<file path="src/rtl/mcu_framebuffer_bridge.sv">
// MCU-to-framebuffer bridge: synchronises asynchronous MCU register strobes,
// queues pixel writes in a small FIFO and turns them (and pixel readbacks)
// into handshaked memory transactions.
module mcu_framebuffer_bridge #(
  parameter int unsigned X_BITS      = 9,
  parameter int unsigned Y_BITS      = 8,
  parameter int unsigned X_MAX       = 319,
  parameter int unsigned FIFO_DEPTH  = 4,
  parameter int unsigned SYNC_STAGES = 2
) (
  input  logic                     clock,
  input  logic                     reset,
  input  logic                     mcu_chip_select,
  input  logic                     mcu_write_enable,
  input  logic [2:0]               mcu_register_select,
  input  logic [7:0]               mcu_data_in,
  output logic [7:0]               mcu_data_out,
  output logic                     mcu_data_oe,
  output logic [X_BITS+Y_BITS-1:0] memory_address,
  output logic                     memory_write_request,
  output logic [7:0]               memory_write_data,
  input  logic                     memory_write_complete,
  output logic                     memory_read_request,
  input  logic [7:0]               memory_read_data,
  input  logic                     memory_read_complete
);

  localparam int unsigned AddrW  = X_BITS + Y_BITS;
  localparam int unsigned EntryW = AddrW + 8;
  localparam int unsigned PtrW   = $clog2(FIFO_DEPTH);
  localparam int unsigned CntW   = PtrW + 1;

  typedef enum logic [1:0] {StIdle, StWrite, StRead, StGap} state_e;

  state_e                 state_q;
  logic [SYNC_STAGES-1:0] sync_q;
  logic                   strobe_prev_q;
  logic                   write_event;

  logic [X_BITS-1:0]      x_q, x_d;
  logic [Y_BITS-1:0]      y_q, y_d;
  logic [7:0]             control_q;
  logic                   overflow_q;
  logic                   read_valid_q;
  logic                   read_pending_q;
  logic [AddrW-1:0]       read_addr_q;
  logic [7:0]             readback_q;

  logic [EntryW-1:0]      fifo_mem [FIFO_DEPTH];
  logic [PtrW-1:0]        wr_ptr_q, rd_ptr_q;
  logic [CntW-1:0]        count_q;
  logic                   fifo_full, fifo_empty, push, pop, read_done;
  logic [EntryW-1:0]      fifo_head;

  logic wr_x_low, wr_x_high, wr_y, wr_data, wr_control, wr_status, wr_trigger;
  logic [7:0] read_mux;

  // Strobe synchroniser plus edge detector; one event per strobe assertion.
  always_ff @(posedge clock or posedge reset) begin
    if (reset) begin
      sync_q        <= '0;
      strobe_prev_q <= 1'b0;
    end else begin
      sync_q        <= {sync_q[SYNC_STAGES-2:0], mcu_chip_select & ~mcu_write_enable};
      strobe_prev_q <= sync_q[SYNC_STAGES-1];
    end
  end

  assign write_event = sync_q[SYNC_STAGES-1] & ~strobe_prev_q;
  assign wr_x_low    = write_event && (mcu_register_select == 3'd0);
  assign wr_x_high   = write_event && (mcu_register_select == 3'd1);
  assign wr_y        = write_event && (mcu_register_select == 3'd2);
  assign wr_data     = write_event && (mcu_register_select == 3'd3);
  assign wr_control  = write_event && (mcu_register_select == 3'd4);
  assign wr_status   = write_event && (mcu_register_select == 3'd5);
  assign wr_trigger  = write_event && (mcu_register_select == 3'd6);

  assign fifo_full  = (count_q == CntW'(FIFO_DEPTH));
  assign fifo_empty = (count_q == '0);
  // A full FIFO drops the push even if the head pops on the same edge.
  assign push       = wr_data && !fifo_full;
  assign pop        = (state_q == StWrite) && memory_write_complete;
  assign read_done  = (state_q == StRead) && memory_read_complete;
  assign fifo_head  = fifo_mem[rd_ptr_q];

  // Cursor next state: direct register writes, then autoincrement on push.
  always_comb begin
    x_d = x_q;
    y_d = y_q;
    for (int i = 0; i < int'(X_BITS); i++) begin
      if (wr_x_low && i < 8) x_d[i] = mcu_data_in[i];
      if (wr_x_high && i >= 8 && i < 16) x_d[i] = mcu_data_in[i-8];
    end
    if (wr_y) y_d = Y_BITS'(mcu_data_in);
    if (push && control_q[0]) begin
      if (control_q[1] && x_q == X_BITS'(X_MAX)) begin
        x_d = '0;
        y_d = y_q + Y_BITS'(1);
      end else begin
        x_d = x_q + X_BITS'(1);
      end
    end
  end

  // Register file, status flags and FIFO pointers.
  always_ff @(posedge clock or posedge reset) begin
    if (reset) begin
      x_q            <= '0;
      y_q            <= '0;
      control_q      <= '0;
      overflow_q     <= 1'b0;
      read_valid_q   <= 1'b0;
      read_pending_q <= 1'b0;
      read_addr_q    <= '0;
      readback_q     <= '0;
      wr_ptr_q       <= '0;
      rd_ptr_q       <= '0;
      count_q        <= '0;
    end else begin
      x_q <= x_d;
      y_q <= y_d;
      if (wr_control) control_q <= mcu_data_in;
      if (wr_data && fifo_full) overflow_q <= 1'b1;
      else if (wr_status && mcu_data_in[2]) overflow_q <= 1'b0;
      // A completing read wins over a simultaneous clear request.
      if (read_done) read_valid_q <= 1'b1;
      else if (wr_status && mcu_data_in[3]) read_valid_q <= 1'b0;
      if (read_done) begin
        read_pending_q <= 1'b0;
        readback_q     <= memory_read_data;
      end else if (wr_trigger && !read_pending_q) begin
        read_pending_q <= 1'b1;
        read_addr_q    <= {y_q, x_q};
      end
      if (push) wr_ptr_q <= wr_ptr_q + PtrW'(1);
      if (pop)  rd_ptr_q <= rd_ptr_q + PtrW'(1);
      if (push && !pop) count_q <= count_q + CntW'(1);
      else if (pop && !push) count_q <= count_q - CntW'(1);
    end
  end

  // FIFO storage; contents are don't-care while the entry is not counted.
  always_ff @(posedge clock) begin
    if (push) fifo_mem[wr_ptr_q] <= {y_q, x_q, mcu_data_in};
  end

  // Memory FSM: queued writes first, then a pending read, one idle gap after each.
  always_ff @(posedge clock or posedge reset) begin
    if (reset) begin
      state_q              <= StIdle;
      memory_write_request <= 1'b0;
      memory_read_request  <= 1'b0;
      memory_address       <= '0;
      memory_write_data    <= '0;
    end else begin
      case (state_q)
        StIdle: begin
          if (!fifo_empty) begin
            state_q              <= StWrite;
            memory_write_request <= 1'b1;
            memory_address       <= fifo_head[EntryW-1:8];
            memory_write_data    <= fifo_head[7:0];
          end else if (read_pending_q) begin
            state_q             <= StRead;
            memory_read_request <= 1'b1;
            memory_address      <= read_addr_q;
          end
        end
        StWrite: begin
          if (memory_write_complete) begin
            state_q              <= StGap;
            memory_write_request <= 1'b0;
          end
        end
        StRead: begin
          if (memory_read_complete) begin
            state_q             <= StGap;
            memory_read_request <= 1'b0;
          end
        end
        default: state_q <= StIdle;
      endcase
    end
  end

  // MCU read-back mux, zero whenever the chip is not selected.
  always_comb begin
    read_mux = '0;
    case (mcu_register_select)
      3'd0: for (int i = 0; i < int'(X_BITS); i++) if (i < 8) read_mux[i] = x_q[i];
      3'd1: for (int i = 0; i < int'(X_BITS); i++) if (i >= 8 && i < 16) read_mux[i-8] = x_q[i];
      3'd2: for (int i = 0; i < int'(Y_BITS); i++) if (i < 8) read_mux[i] = y_q[i];
      3'd3: read_mux = readback_q;
      3'd4: read_mux = control_q;
      3'd5: read_mux = {3'b000, read_pending_q, read_valid_q, overflow_q, fifo_full, fifo_empty};
      default: read_mux = '0;
    endcase
  end

  assign mcu_data_oe  = mcu_chip_select & mcu_write_enable;
  assign mcu_data_out = mcu_chip_select ? read_mux : 8'h00;

endmodule

</file>
<file path="config.mk">
export PLATFORM = sky130hd
export DESIGN_NAME = mcu_framebuffer_bridge
export DESIGN_NICKNAME = d
export VERILOG_FILES = /design/src/rtl/mcu_framebuffer_bridge.sv
export SDC_FILE = /design/constraint.sdc
export NUM_CORES = 1
export LEC_CHECK = 0
export BUFFER_PORTS_ARGS = -buffer_cell sky130_fd_sc_hd__clkbuf_2
export CORE_ASPECT_RATIO = 1.5
export CORE_MARGIN = 4
export CORE_UTILIZATION = 30
export CTS_BUF_LIST = sky130_fd_sc_hd__clkbuf_4 sky130_fd_sc_hd__clkbuf_8 sky130_fd_sc_hd__clkbuf_16
export DETAILED_ROUTE_END_ITERATION = 7
export HOLD_SLACK_MARGIN = 0.12
export PLACE_DENSITY = 0.56
export SLEW_MARGIN = 0
export SYNTH_ARGS = -nofsm -noshare
export SYNTH_HDL_FRONTEND = slang
export SYNTH_SLANG_ARGS = --single-unit
</file>
<file path="constraint.sdc">
create_clock -name clock -period 4.84 [get_ports clock]
set_input_delay 0.726 -clock clock [delete_from_list [all_inputs] [get_ports clock]]
set_output_delay 0.726 -clock clock [all_outputs]
set_load 0.01 [all_outputs]
</file>
==> results.sh, run 1 <==
export IMPL_drt_iter0_markers=286
export IMPL_p_sw_frac=0.334
export IMPL_grt_pass1_wl_um=30500
export IMPL_root_buffer="clkbuf_16"
export IMPL_place_hpwl_um=13300
export IMPL_muxShareOfSynthArea=0.136
export IMPL_r2r_start="state_q[0]"
export IMPL_whs_path_depth=0
export IMPL_synthCells=586
export IMPL_synth_top_area_cell="edfxtp_1"
export IMPL_vias=5083
export IMPL_avgRoutedWirePerCell_um=19.4
export IMPL_yosys_area_share_simple=0.0755
export IMPL_via_per_inst=5.12
export IMPL_maxSlewHeadroom=0.342
export IMPL_synth_xor_area_share=0.00629
export IMPL_finClkSkew_ps=6.58
export IMPL_rr_endpoint="memory_write_data[0]"
export IMPL_coreArea_mm2=0.0273
export IMPL_drc=0
export IMPL_seqPwrFrac=0.481
export IMPL_power_total_uw=5180
export IMPL_status="finished, final reports clean"
export IMPL_p_per_area_mw_per_mm2=543
export IMPL_crit_fanout=7
export IMPL_diodes=0
export IMPL_antenna_found_initial=0
export IMPL_grt_use_total=0.131
export IMPL_die_area_mm2=0.0306
export IMPL_clock_path_buffers=2
export IMPL_nNetsFinal=675
export IMPL_grt_start_max_net_pins=68
export IMPL_setup_viol=0
export IMPL_synthDistinctLibCells=65
export IMPL_switchingPower_uw=1730
export IMPL_synthesis_nets=623
export IMPL_rsz0062_at_grt="false"
export IMPL_async_reset_ff_frac=0.479
export IMPL_final_cell_mix="100 x edfxtp_1, 91 x dfrtp_1, 60 x clkbuf_2"
export IMPL_clock_latency_ps=430
export IMPL_ys_seq_elements=192
export IMPL_first_pass_iters=4
export IMPL_r2r_cells=4
export IMPL_drive_above_1_share=0.272
export IMPL_cts_sinks=192
export IMPL_ios=61
export IMPL_final_common_cell="edfxtp_1"
export IMPL_critPathLaunchType="register"
export IMPL_max_freq_mhz=348
export IMPL_synthTopCellsByArea="edfxtp_1 36%, dfrtp_1 28%, mux4_2 6.7%, mux2_2 5.3%, nor2_1 1.7%"
export IMPL_syn_avg_cell_area_um2=14.2
export IMPL_grt_pass1_vias=5303
export IMPL_post_cts_buffers=0
export IMPL_hp_start="sync_q[0]"
export IMPL_rows=74
export IMPL_hp_class="register to register"
export IMPL_worstPathArrival_ps=2150
export IMPL_period_needed_ps=2880
export IMPL_pwr_share_comb=0.266
export IMPL_synth_ff_type="edfxtp_1"
export IMPL_area_delta_synth_final_pct=14.3
export IMPL_ir_worst_vdd_uv=283
export IMPL_fin_crit_sh=0.594
export IMPL_cts_resized=0
export IMPL_tightest_slew_ps=987
export IMPL_grt_ovfl_total=0
export IMPL_clk_pin_slew_ps=70
export IMPL_cp_end_kind="output port"
export IMPL_hold_viol=0
export IMPL_ant_nets=0
export IMPL_ys_warn_count=0
export IMPL_hold_end="sync_q[1]"
export IMPL_routabilityCongestion=0.861
export IMPL_synth_top_area_frac=0.360
export IMPL_io_buffers=60
export IMPL_fillCellCount=2635
export IMPL_power_frac_clock=0.253
export IMPL_drt_wl_total_um=19200
export IMPL_reg2reg_slack_ps=2340
export IMPL_yosysSeqAreaShare=0.635
export IMPL_crit_required_ps=4110
export IMPL_path_class="register to output port"
export IMPL_cts_max_level=4
export IMPL_synth_compound_area_share=0.100
export IMPL_cts_buffers=17
export IMPL_final_setup_tns_ps=0
export IMPL_cts_tree="built"
export IMPL_postCtsHoldBufs=0
export IMPL_p_leak_uw=0.00359
export IMPL_dieHeight_um=212
export IMPL_internal_power_uw=3450
export IMPL_die_width_um=144
export IMPL_synth_edf_count=100
export IMPL_drv_cap=0
export IMPL_start_util=0.306
export IMPL_slew_violations=0
export IMPL_netlist_area_mm2=0.00835
export IMPL_synth_top_family_by_area="multiplexers"
export IMPL_synth_fa_ha_area_frac=0.0189
-- worst max-delay path: stages (launching register included) --
cell and delay, ps:
dfrtp_1 460, nor3b_1 590, mux2i_1 210, o22a_1 220, nor2_1 100, clkbuf_2 140
-- final cells by class --
| class | instances | area (um^2) | share of cell area |
|---|---|---|---|
| clock buffers | 17 | 425 | 0.0446 |
| clock inverters | 15 | 131 | 0.0138 |
| inverters | 18 | 70.1 | 0.00734 |
| multi-input cells | 340 | 2820 | 0.295 |
| flip-flops and latches | 192 | 5310 | 0.556 |
| well taps | 342 | 428 | 0.0448 |
| repair buffers | 69 | 368 | 0.0385 |
-- per-layer routing --
metal,vias up,part of all wire,GRT usage
met5,-,0,0
met4,0,0.037,0.0615
met3,42,0.035,0.0299
met2,127,0.53,0.231
met1,2556,0.40,0.151
li1,2358,-,-
-- worst max-delay path by stage --
stage	start	slack [ps]	endpoint
floorplan	reset	1720	control_q[0]
global placement	mcu_register_select[0]	1740	count_q[2]
detailed placement	mcu_register_select[0]	1700	count_q[2]
CTS	count_q[1]	1910	mcu_data_out[1]
global route	mcu_register_select[2]	1840	mcu_data_out[2]
finish	count_q[1]	1960	mcu_data_out[1]
-- sequential cells by signal (all words and copies together), names as in the netlist --
signal,flops
read_addr_q,17
memory_write_request,1
strobe_prev_q,1
x_q,9
wr_ptr_q,2
y_q,8
read_valid_q,1
count_q,3
read_pending_q,1
state_q,2
readback_q,8
overflow_q,1
sync_q,2
control_q,8
memory_address,17
fifo_mem,100
rd_ptr_q,2
memory_write_data,8
memory_read_request,1
-- Yosys cell counts, drive strengths merged, types with 2 or more instances --
master and n:
o32ai 2, xor2 2, a31oi 5, o2bb2ai 3
buf 19, mux4 25, nand2 22, mux2 39
nand4 5, a211oi 12, nand2b 2, nor3 11
a22o 2, a21o 2, nor4bb 2, dfrtp 92
o21a 2, a41oi 3, o22ai 19, a2bb2oi 4
o2111ai 2, mux2i 13, o21ai 17, inv 18
a22oi 7, a311oi 2, a221oi 2, edfxtp 100
and2 6, and3 7, xnor2 4, clkbuf 17
nand3 9, a32o 2, ha 11, and4 3
o211ai 3, nor2 38, or3 2, a21oi 28
nor3b 3, nor2b 5
-- per-stage QoR --
| stage | hold WS (ps) | worst slack [ps] | utilization | cell area (um^2) | instances |
|---|---|---|---|---|---|
| 4_1_cts | 366 | 1910 | 0.349 | 9550 | 993 |
| 3_5_place_dp | 336 | 1700 | 0.329 | 8990 | 961 |
| 6_report | 367 | 1960 | 0.349 | 9550 | 993 |
| 5_1_grt | 385 | 1840 | 0.349 | 9550 | 993 |
| 3_3_place_gp | 340 | 1740 | 0.329 | 8990 | 961 |
| 2_1_floorplan | 331 | 1720 | - | 8350 | 586 |
-- kinds of logic after synthesis --
kind of cell,count (synthesis)
DFF,192
muxes,77
AOI/OAI and AO/OA,123
adders and majority gates,12
and+or+nand+nor,122
xor gates and xnor gates,6
buffers and inverters,54
-- power by group through the flow --
stage	Combinational, uW	Sequential [uW]	Clock, uW
2_1_floorplan	1040	2380	0
3_3_place_gp	1400	2530	0
3_5_place_dp	1410	2540	0
4_1_cts	1420	2500	1350
5_1_grt	1530	2560	1420
6_report	1380	2490	1310
Note: power is estimated with default switching activity, not from simulation.
==> run 2: changes to the inputs <==
--- a/config.mk
+++ b/config.mk
@@ -12,7 +12,7 @@
 export CTS_BUF_LIST = sky130_fd_sc_hd__clkbuf_4 sky130_fd_sc_hd__clkbuf_8 sky130_fd_sc_hd__clkbuf_16
 export DETAILED_ROUTE_END_ITERATION = 7
 export HOLD_SLACK_MARGIN = 0.12
-export PLACE_DENSITY = 0.56
+export PLACE_DENSITY = 0.58
 export SLEW_MARGIN = 0
 export SYNTH_ARGS = -nofsm -noshare
 export SYNTH_HDL_FRONTEND = slang
==> constraint.sdc (replaced) <==
create_clock -name clock -period 2.6 [get_ports clock]
set_input_delay 0.39 -clock clock [delete_from_list [all_inputs] [get_ports clock]]
set_output_delay 0.39 -clock clock [all_outputs]
set_load 0.01 [all_outputs]
==> run 2 against run 1 <==
Via count grew 0.92%. Non-clock buffer count grew 15. Cell count grew 1.5%. Power grew 91%. Design area grew 1.8%. Count of clock-buffer cells in the layout is the same. Combinational power grew 100%. Clock skew grew 4.6 ps. Hold slack lost 210 ps. Sequential share of layout area shrank 1.0 points. Register-to-register slack lost 2000 ps.
==> results.sh, run 2 (synthesis results as in run 1) <==
export IMPL_first_pass_iters=4
export IMPL_io_buffers=60
export IMPL_tightest_slew_ps=630
export IMPL_r2r_start="count_q[0]"
export IMPL_ios=61
export IMPL_crit_slowest_cell="dfrtp_1"
export IMPL_coreArea_mm2=0.0273
export IMPL_clock_path_buffers=2
export IMPL_grt_ovfl_total=0
export IMPL_critPathLaunchType="register"
export IMPL_ir_worst_vdd_uv=407
export IMPL_clock_latency_ps=440
export IMPL_max_freq_mhz=428
export IMPL_drt_wl_total_um=19500
export IMPL_cts_buffers=17
export IMPL_period_needed_ps=2340
export IMPL_drt_iter0_markers=434
export IMPL_p_sw_frac=0.330
export IMPL_whs_path_depth=2
export IMPL_rsz0062_at_grt="false"
export IMPL_path_depth=6
export IMPL_start_util=0.306
export IMPL_clk_pin_slew_ps=80
export IMPL_cts_max_level=4
export IMPL_critPathLaunch="count_q[0]"
export IMPL_cts_resized=0
export IMPL_crit_chain="nor3b_1, buf_4, mux2i_1, o22a_1, nor2_1, clkbuf_2"
export IMPL_fillCellCount=2565
export IMPL_largest_reg_flops=100
export IMPL_critPathTopFamily="flip-flops"
export IMPL_drv_cap=0
export IMPL_diodes=0
export IMPL_layout_cells_non_filler=1008
export IMPL_cp_num_buf_inv=2
export IMPL_fin_crit_sh=0.899
export IMPL_reg2reg_slack_ps=370
export IMPL_finClkSkew_ps=11.1
export IMPL_crit_required_ps=2210
export IMPL_hold_viol=0
export IMPL_p_per_area_mw_per_mm2=1020
export IMPL_grt_pass1_wl_um=31300
export IMPL_die_width_um=144
export IMPL_postCtsHoldBufs=2
export IMPL_grt_use_total=0.135
export IMPL_drc=0
export IMPL_internal_power_uw=6640
export IMPL_grt_start_max_net_pins=93
export IMPL_setup_viol=0
export IMPL_cpPeakStageDelay_ps=470
export IMPL_reg_largest_list="fifo_mem (100), memory_address (17), read_addr_q (17)"
export IMPL_die_area_mm2=0.0306
export IMPL_path_class="register to output port"
export IMPL_ant_nets=0
export IMPL_p_leak_uw=0.00369
export IMPL_final_common_cell="edfxtp_1"
export IMPL_crit_end="mcu_data_out[1]"
export IMPL_seqPwrFrac=0.453
export IMPL_r2r_cells=6
export IMPL_cts_tree="built"
export IMPL_pwr_share_comb=0.285
export IMPL_via_per_inst=5.09
export IMPL_power_frac_clock=0.262
export IMPL_final_cell_mix="100 x edfxtp_1, 92 x dfrtp_1, 60 x clkbuf_2"
export IMPL_dp_cells=974
export IMPL_vias=5130
export IMPL_cp_end_kind="output port"
export IMPL_place_hpwl_um=13200
export IMPL_largest_register="fifo_mem"
export IMPL_cts_sinks=192
export IMPL_worst_slack_ps=262
export IMPL_hp_class="input port to register"
export IMPL_rr_endpoint="count_q[1]"
export IMPL_power_total_uw=9910
export IMPL_routabilityCongestion=0.808
export IMPL_status="finished, final reports clean"
export IMPL_nNetsFinal=690
export IMPL_antenna_found_initial=0
export IMPL_crit_fanout=7
export IMPL_avgRoutedWirePerCell_um=19.3
export IMPL_dieHeight_um=212
export IMPL_root_buffer="clkbuf_16"
export IMPL_place_ws_ps=393
export IMPL_switchingPower_uw=3270
export IMPL_rows=74
export IMPL_final_setup_tns_ps=0
export IMPL_grt_pass1_vias=5428
export IMPL_post_cts_buffers=0
export IMPL_area_delta_synth_final_pct=16.4
export IMPL_drive_above_1_share=0.285
export IMPL_worstPathArrival_ps=1950
export IMPL_slew_violations=0
export IMPL_maxSlewHeadroom=0.580
-- run 2: power groups by stage --
| stage | Sequential (uW) | Combinational (uW) | Clock [uW] |
|---|---|---|---|
| after floorplan | 4430 | 1940 | 0 |
| after detailed placement | 4540 | 2900 | 0 |
| after global routing | 4590 | 3170 | 2800 |
| final | 4480 | 2820 | 2600 |
| after global placement | 4520 | 2870 | 0 |
| after CTS | 4480 | 2910 | 2660 |
-- run 2: worst min-delay path by stage --
stage / endpoint / startpoint / slack (ps)
2_1_floorplan: sync_q[1] / sync_q[0] / 330
3_3_place_gp: sync_q[1] / sync_q[0] / 340
3_5_place_dp: sync_q[1] / sync_q[0] / 340
4_1_cts: read_pending_q / memory_read_complete / 140
5_1_grt: readback_q[6] / memory_read_data[6] / 150
6_report: read_pending_q / memory_read_complete / 160
-- run 2: metrics by stage --
stage,utilization,hold WS (ps),cell area (um^2)
floorplan,-,331,8350
global placement,0.334,338,9110
detailed placement,0.334,340,9110
CTS,0.356,140,9720
global route,0.356,148,9720
finish,0.356,160,9720
-- run 2: area by class of cell --
type / count / area (um^2) / share of cell area
Multi-Input combinational cell: 340 / 2820 / 0.290
Clock inverter: 15 / 164 / 0.0169
Inverter: 18 / 71.3 / 0.00734
Sequential cell: 192 / 5310 / 0.546
Tap cell: 342 / 428 / 0.0440
Timing Repair Buffer: 84 / 510 / 0.0525
Clock buffer: 17 / 425 / 0.0438
-- run 2: metal layers --
metal  vias up  global-route usage  share of wire
met5         -                   0              0
met4         0              0.0547          0.028
met3        28              0.0302          0.025
met2        99               0.234           0.53
met1      2609               0.163           0.41
li1       2394                   -              -
-- run 2: worst register-to-register path, cell delays in order, from the launching register on --
cell     delay (ps)
dfrtp_1         470
or3b_1          400
and3_1          240
ha_1            250
inv_1            80
fa_1            400
mux2_2          260
